## config.mk

```make
export PLATFORM = sky130hd
export DESIGN_NAME = shift_harness_misr
export DESIGN_NICKNAME = d
export VERILOG_FILES = /design/src/rtl/shift_harness_misr.sv
export SDC_FILE = /design/constraint.sdc
export NUM_CORES = 1
export LEC_CHECK = 0
export CELL_PAD_IN_SITES_DETAIL_PLACEMENT = 2
export CELL_PAD_IN_SITES_GLOBAL_PLACEMENT = 2
export CORE_AREA = 4 4 347 349
export DETAILED_ROUTE_END_ITERATION = 12
export DIE_AREA = 0 0 351 353
export PLACE_DENSITY = 0.72
export SYNTH_ARGS = -nofsm -noshare
export SYNTH_HDL_FRONTEND = slang
export SYNTH_SLANG_ARGS = --single-unit
```

## constraint.sdc

```tcl
create_clock -name clk -period 68 [get_ports clk]
set_input_delay 13.6 -clock clk [delete_from_list [all_inputs] [get_ports clk]]
set_output_delay 13.6 -clock clk [all_outputs]
set_load 0.03 [all_outputs]
```

## src/rtl/shift_harness_misr.sv

```systemverilog
// Purpose: per-channel serial-load shift registers driving a DUT, plus a load/compact run sequencer with MISR signature.
// Latency: dut_src updates on the shifting edge; busy/done/signature are registered and change on the transition edge.
// Backpressure: none; shift_en gates every advance, start is honoured only in IDLE or DONE.
//
// Ports:
//   clk, rst          clock and asynchronous active-high reset
//   src_[N_SRC]       serial bit per channel, shifted in at index 0
//   shift_en          advance enable for shift registers, counters and MISR
//   start, run_len    begin a run; run_len (compact cycles) latched on acceptance
//   dut_src           flat register contents, channel c at [c*DEPTH +: DEPTH]
//   dut_dst           DUT result folded into the MISR during COMPACT
//   busy, done        LOAD/COMPACT and DONE state decodes
//   signature         MISR contents
module shift_harness_misr #(
    parameter int              N_SRC = 28,
    parameter int              DEPTH = 28,
    parameter int              N_DST = 33,
    parameter int              SIG_W = 40,
    parameter logic [SIG_W-1:0] POLY = 40'h0000000039,
    parameter int              CNT_W = 16
) (
    input  logic                     clk,
    input  logic                     rst,
    input  logic [N_SRC-1:0]         src_,
    input  logic                     shift_en,
    input  logic                     start,
    input  logic [CNT_W-1:0]         run_len,
    output logic [N_SRC*DEPTH-1:0]   dut_src,
    input  logic [N_DST-1:0]         dut_dst,
    output logic                     busy,
    output logic                     done,
    output logic [SIG_W-1:0]         signature
);

    // The counter has to reach both DEPTH-1 (load) and run_len-1 (compact).
    localparam int CW = (CNT_W > $clog2(DEPTH)) ? CNT_W : $clog2(DEPTH);

    typedef enum logic [1:0] {
        S_IDLE,
        S_LOAD,
        S_COMPACT,
        S_DONE
    } state_t;

    state_t                        state;
    logic [CW-1:0]                 cnt;
    logic [CNT_W-1:0]              run_len_q;
    logic [SIG_W-1:0]              sig_q;
    logic                          busy_q;
    logic                          done_q;
    logic [N_SRC-1:0][DEPTH-1:0]   sr;

    logic                          last_load;
    logic                          last_compact;
    logic [SIG_W-1:0]              sig_next;

    assign last_load    = (cnt == CW'(DEPTH - 1));
    assign last_compact = (cnt == (CW'(run_len_q) - CW'(1)));

    // Galois-style MISR step: shift left, fold the MSB back through POLY, xor in the DUT result.
    assign sig_next = {sig_q[SIG_W-2:0], 1'b0}
                    ^ (sig_q[SIG_W-1] ? POLY : '0)
                    ^ SIG_W'(dut_dst);

    // Shift registers run in every state, independent of the sequencer.
    always_ff @(posedge clk or posedge rst) begin
        if (rst) begin
            sr <= '0;
        end else if (shift_en) begin
            for (int c = 0; c < N_SRC; c++) begin
                sr[c] <= {sr[c][DEPTH-2:0], src_[c]};
            end
        end
    end

    always_ff @(posedge clk or posedge rst) begin
        if (rst) begin
            state     <= S_IDLE;
            cnt       <= '0;
            run_len_q <= '0;
            sig_q     <= '0;
            busy_q    <= 1'b0;
            done_q    <= 1'b0;
        end else begin
            case (state)
                S_IDLE, S_DONE: begin
                    // The start edge may also shift, but it is not counted as a load shift.
                    if (start) begin
                        state     <= S_LOAD;
                        run_len_q <= run_len;
                        cnt       <= '0;
                        sig_q     <= '0;
                        busy_q    <= 1'b1;
                        done_q    <= 1'b0;
                    end
                end
                S_LOAD: begin
                    if (shift_en) begin
                        if (last_load) begin
                            cnt <= '0;
                            if (run_len_q != '0) begin
                                state <= S_COMPACT;
                            end else begin
                                state  <= S_DONE;
                                busy_q <= 1'b0;
                                done_q <= 1'b1;
                            end
                        end else begin
                            cnt <= cnt + CW'(1);
                        end
                    end
                end
                S_COMPACT: begin
                    if (shift_en) begin
                        sig_q <= sig_next;
                        if (last_compact) begin
                            state  <= S_DONE;
                            busy_q <= 1'b0;
                            done_q <= 1'b1;
                        end else begin
                            cnt <= cnt + CW'(1);
                        end
                    end
                end
                default: begin
                    state  <= S_IDLE;
                    busy_q <= 1'b0;
                    done_q <= 1'b0;
                end
            endcase
        end
    end

    assign dut_src   = sr;
    assign busy      = busy_q;
    assign done      = done_q;
    assign signature = sig_q;

endmodule

```

==> metrics.yaml <==
status: "finished clean"
setup_viol: 0
fmax_mhz: 54.85
route.detailed.drc: 0
power_frac_comb_pct: 46.0
rsz0062_at_grt: "no"
dr_total_vias: 21480
p_clk_share_pct: 19.8
cpPeakStageDelay_ns: 0.94
p_leak_uw: 0.01988
synth_cells: 2115
nets: 3123
critPathTopFamily: "buffers and inverters"
synth_edf_count: 0
slew_headroom_pct: 19.46
place.gp.congestion: 0.8733
synth_top_area_cell: "dfrtp_1"
ys.flop_type: "dfrtp_1"
path_clk_slew_ns: 0.06
cts_hold_buf: 0
critPathLaunchType: "primary input"
crit_type: "primary input to async pin"
skew_ns: 0.03732
slowest_stage: "buf_4"
place_area_um2: 43850
clockBufferDepth: 3
core_area_um2: 117500
p_seq_share_pct: 34.2
ys_seq_area_share_pct: 65.01
grt_start_max_net_pins: 155
p_sw_uw: 1147
power.density_nw_per_um2: 57.55
overflow: 0
required_ns: 68.71
tightest_slew_ns: 1.205
crit_buf_inv: 7
utilization_pct: 40.17
final.min_clock_period_ns: 18.23
maxCapViolCount: 0
stdcell_area_um2: 47180
cts-buffers-inserted: 99
die_w_um: 351
r2r_slack_ns: 64.53
drtAntennaViolNets: 0
syn_avg_cell_area_um2: 15.65
drv_slew: 0
power_uw: 2715
rows: 126
intPower_uw: 1568
synth_fp_nets: 2201
vias_per_cell: 4.614
whs_endpoint: "dut_src[587]$_DFFE_PP0P_"
grt_pass1_wl_um: 171500
first_pass_iters: 6
critPathArrivalTime_ns: 18.94
r2r_cells: 7
grt_pass1_vias: 24780
root_buffer: "clkbuf_16"
ys_seq_elements: 860
track_usage_pct: 18.31
post_cts_buffers: 0
ys_types: 57
syn2layout_area_growth_pct: 42.52
drive_above_1_share_pct: 32.01
yosysWarningCount: 0
timing.rr.start: "run_len_q[6]$_DFFE_PP0P_"
async_reset_ff_share_pct: 100.0
port_buffers: 906
cts_tree: "yes"
p_sw_share_pct: 42.25
synth_top_area_share_pct: 65.01
synth_area_um2: 33100
totalWireLength_um: 115800
synth_common_cells: "dfrtp_1, mux2_2, clkbuf_1"
setup_tns_ns: 0
finalHoldViolCount: 0
post_cts_resized: 0
cp-end-kind: "async pin"
crit_top_cell: "buf_4"
antenna_found_initial: 12
htreeDepth: 3
rr_endpoint: "cnt[15]$_DFFE_PP0P_"
drt_first_iter_violations: 786
synth.most_common_cell: "dfrtp_1"
start_util_pct: 28.18
crit_chain: "clkdlybuf4s50_1 -> inv_8 -> buf_4 -> buf_4 -> buf_4 -> buf_4 -> buf_4"
netlist_top_cells_area: "dfrtp_1, mux2_2, xnor2_1"
hpwl_um: 85430
hold_path_depth: 1
critPathMaxFanout: 112
fp.dieArea_um2: 123900
hp-class: "flop to flop"
clock-sinks: 860
clk_latency_ns: 0.67
fillCellCount: 11570
min_period_over_period_pct: 26.81
wire_per_inst_um: 24.89
die_h_um: 353
ir_drop_uv: 37.54
io_pins: 907
hold_start: "dut_src[587]$_DFFE_PP0P_"
-- stage by stage --
stage | setup slack (ns) | cells | hold slack (ns)
detailed placement | 48.75 | 4472 | 0.4986
global route | 48.91 | 4652 | 0.5232
finish | 49.77 | 4655 | 0.5120
global placement | 49.01 | 4472 | 0.4922
floorplan | 30.23 | 2115 | 0.5141
CTS | 49.49 | 4651 | 0.5118
-- power groups by stage --
stage               logic [uW]  clock network [uW]  registers, uW
floorplan                  268                   0           1270
global placement          1230                   0            917
detailed placement        1250                   0            938
CTS                       1270                 556            936
global route              1300                 580            964
finish                    1250                 537            929
-- flip-flops by register name, summed over array words and instances, names as in the netlist --
| signal | flops |
|---|---|
| done | 1 |
| busy | 1 |
| cnt | 16 |
| dut_src | 784 |
| run_len_q | 16 |
| state | 2 |
| signature | 40 |
-- layout make-up --
type                       instances  area (um2)  share of cell area, %
timing repair buffer             928        9251                  19.61
clock inverter                    28       327.8                 0.6948
multi-input combinational       1123       11060                  23.44
sequential                       860       21520                  45.62
tap                             1536        1922                  4.074
clock buffer                     151        2985                  6.328
inverter                          25       101.3                 0.2148
antenna                            4       10.01                0.02122
-- cell usage in the layout, fill, tap and decap left out, types with 4 or more instances in the layout --
cell and instances:
nor2_1 19, clkdlybuf4s50_1 905, o22ai_2 9, dfrtp_1 860, ha_1 5, inv_1 24
o21ai_0 51, or3_1 4, mux2_2 800, nand2_1 69, diode_2 4, clkinv_2 17
nor3_1 10, nand4_1 7, nor4_1 5, bufinv_16 4, clkbuf_1 23, clkbuf_16 101
xor2_1 12, a21oi_1 18, clkbuf_8 27, buf_4 21, a31oi_1 4, a22o_1 7
xnor2_1 44, and3_1 5, nand3_1 5, mux2i_1 4
-- layer usage --
layer  GRT usage (%)  part of all wire (%)
met4           8.518                   5.1
met1           19.30                    35
met5               0                 0.023
met3           7.312                   9.4
met2           31.88                    50
-- worst max-delay path by stage --
stage | start | end | slack (ns) | cells after the start
after floorplan | rst | busy$_DFFE_PP0P_ | 30.23 | 1
after global placement | rst | dut_src[670]$_DFFE_PP0P_ | 49.01 | 7
after detailed placement | rst | dut_src[699]$_DFFE_PP0P_ | 48.75 | 7
after CTS | rst | dut_src[699]$_DFFE_PP0P_ | 49.49 | 7
after global routing | rst | dut_src[699]$_DFFE_PP0P_ | 48.91 | 7
final | rst | dut_src[699]$_DFFE_PP0P_ | 49.77 | 7
-- kinds of logic (layout without fill, tap and decap cells) --
kind of cell | count (synthesis) | after routing | synth area share (%)
AO/OA/AOI/OAI | 116 | 116 | 2.313
XOR/XNOR | 56 | 56 | 1.482
buffers and inverters | 132 | 1132 | 1.580
multiplexers | 804 | 804 | 27.33
AND/OR/NAND/NOR | 142 | 142 | 2.090
adder cells (fa/ha/maj) | 5 | 5 | 0.1890
other | 0 | 4 | 0
flip-flops | 860 | 860 | 65.01
Power figures use the tool's default switching activity.
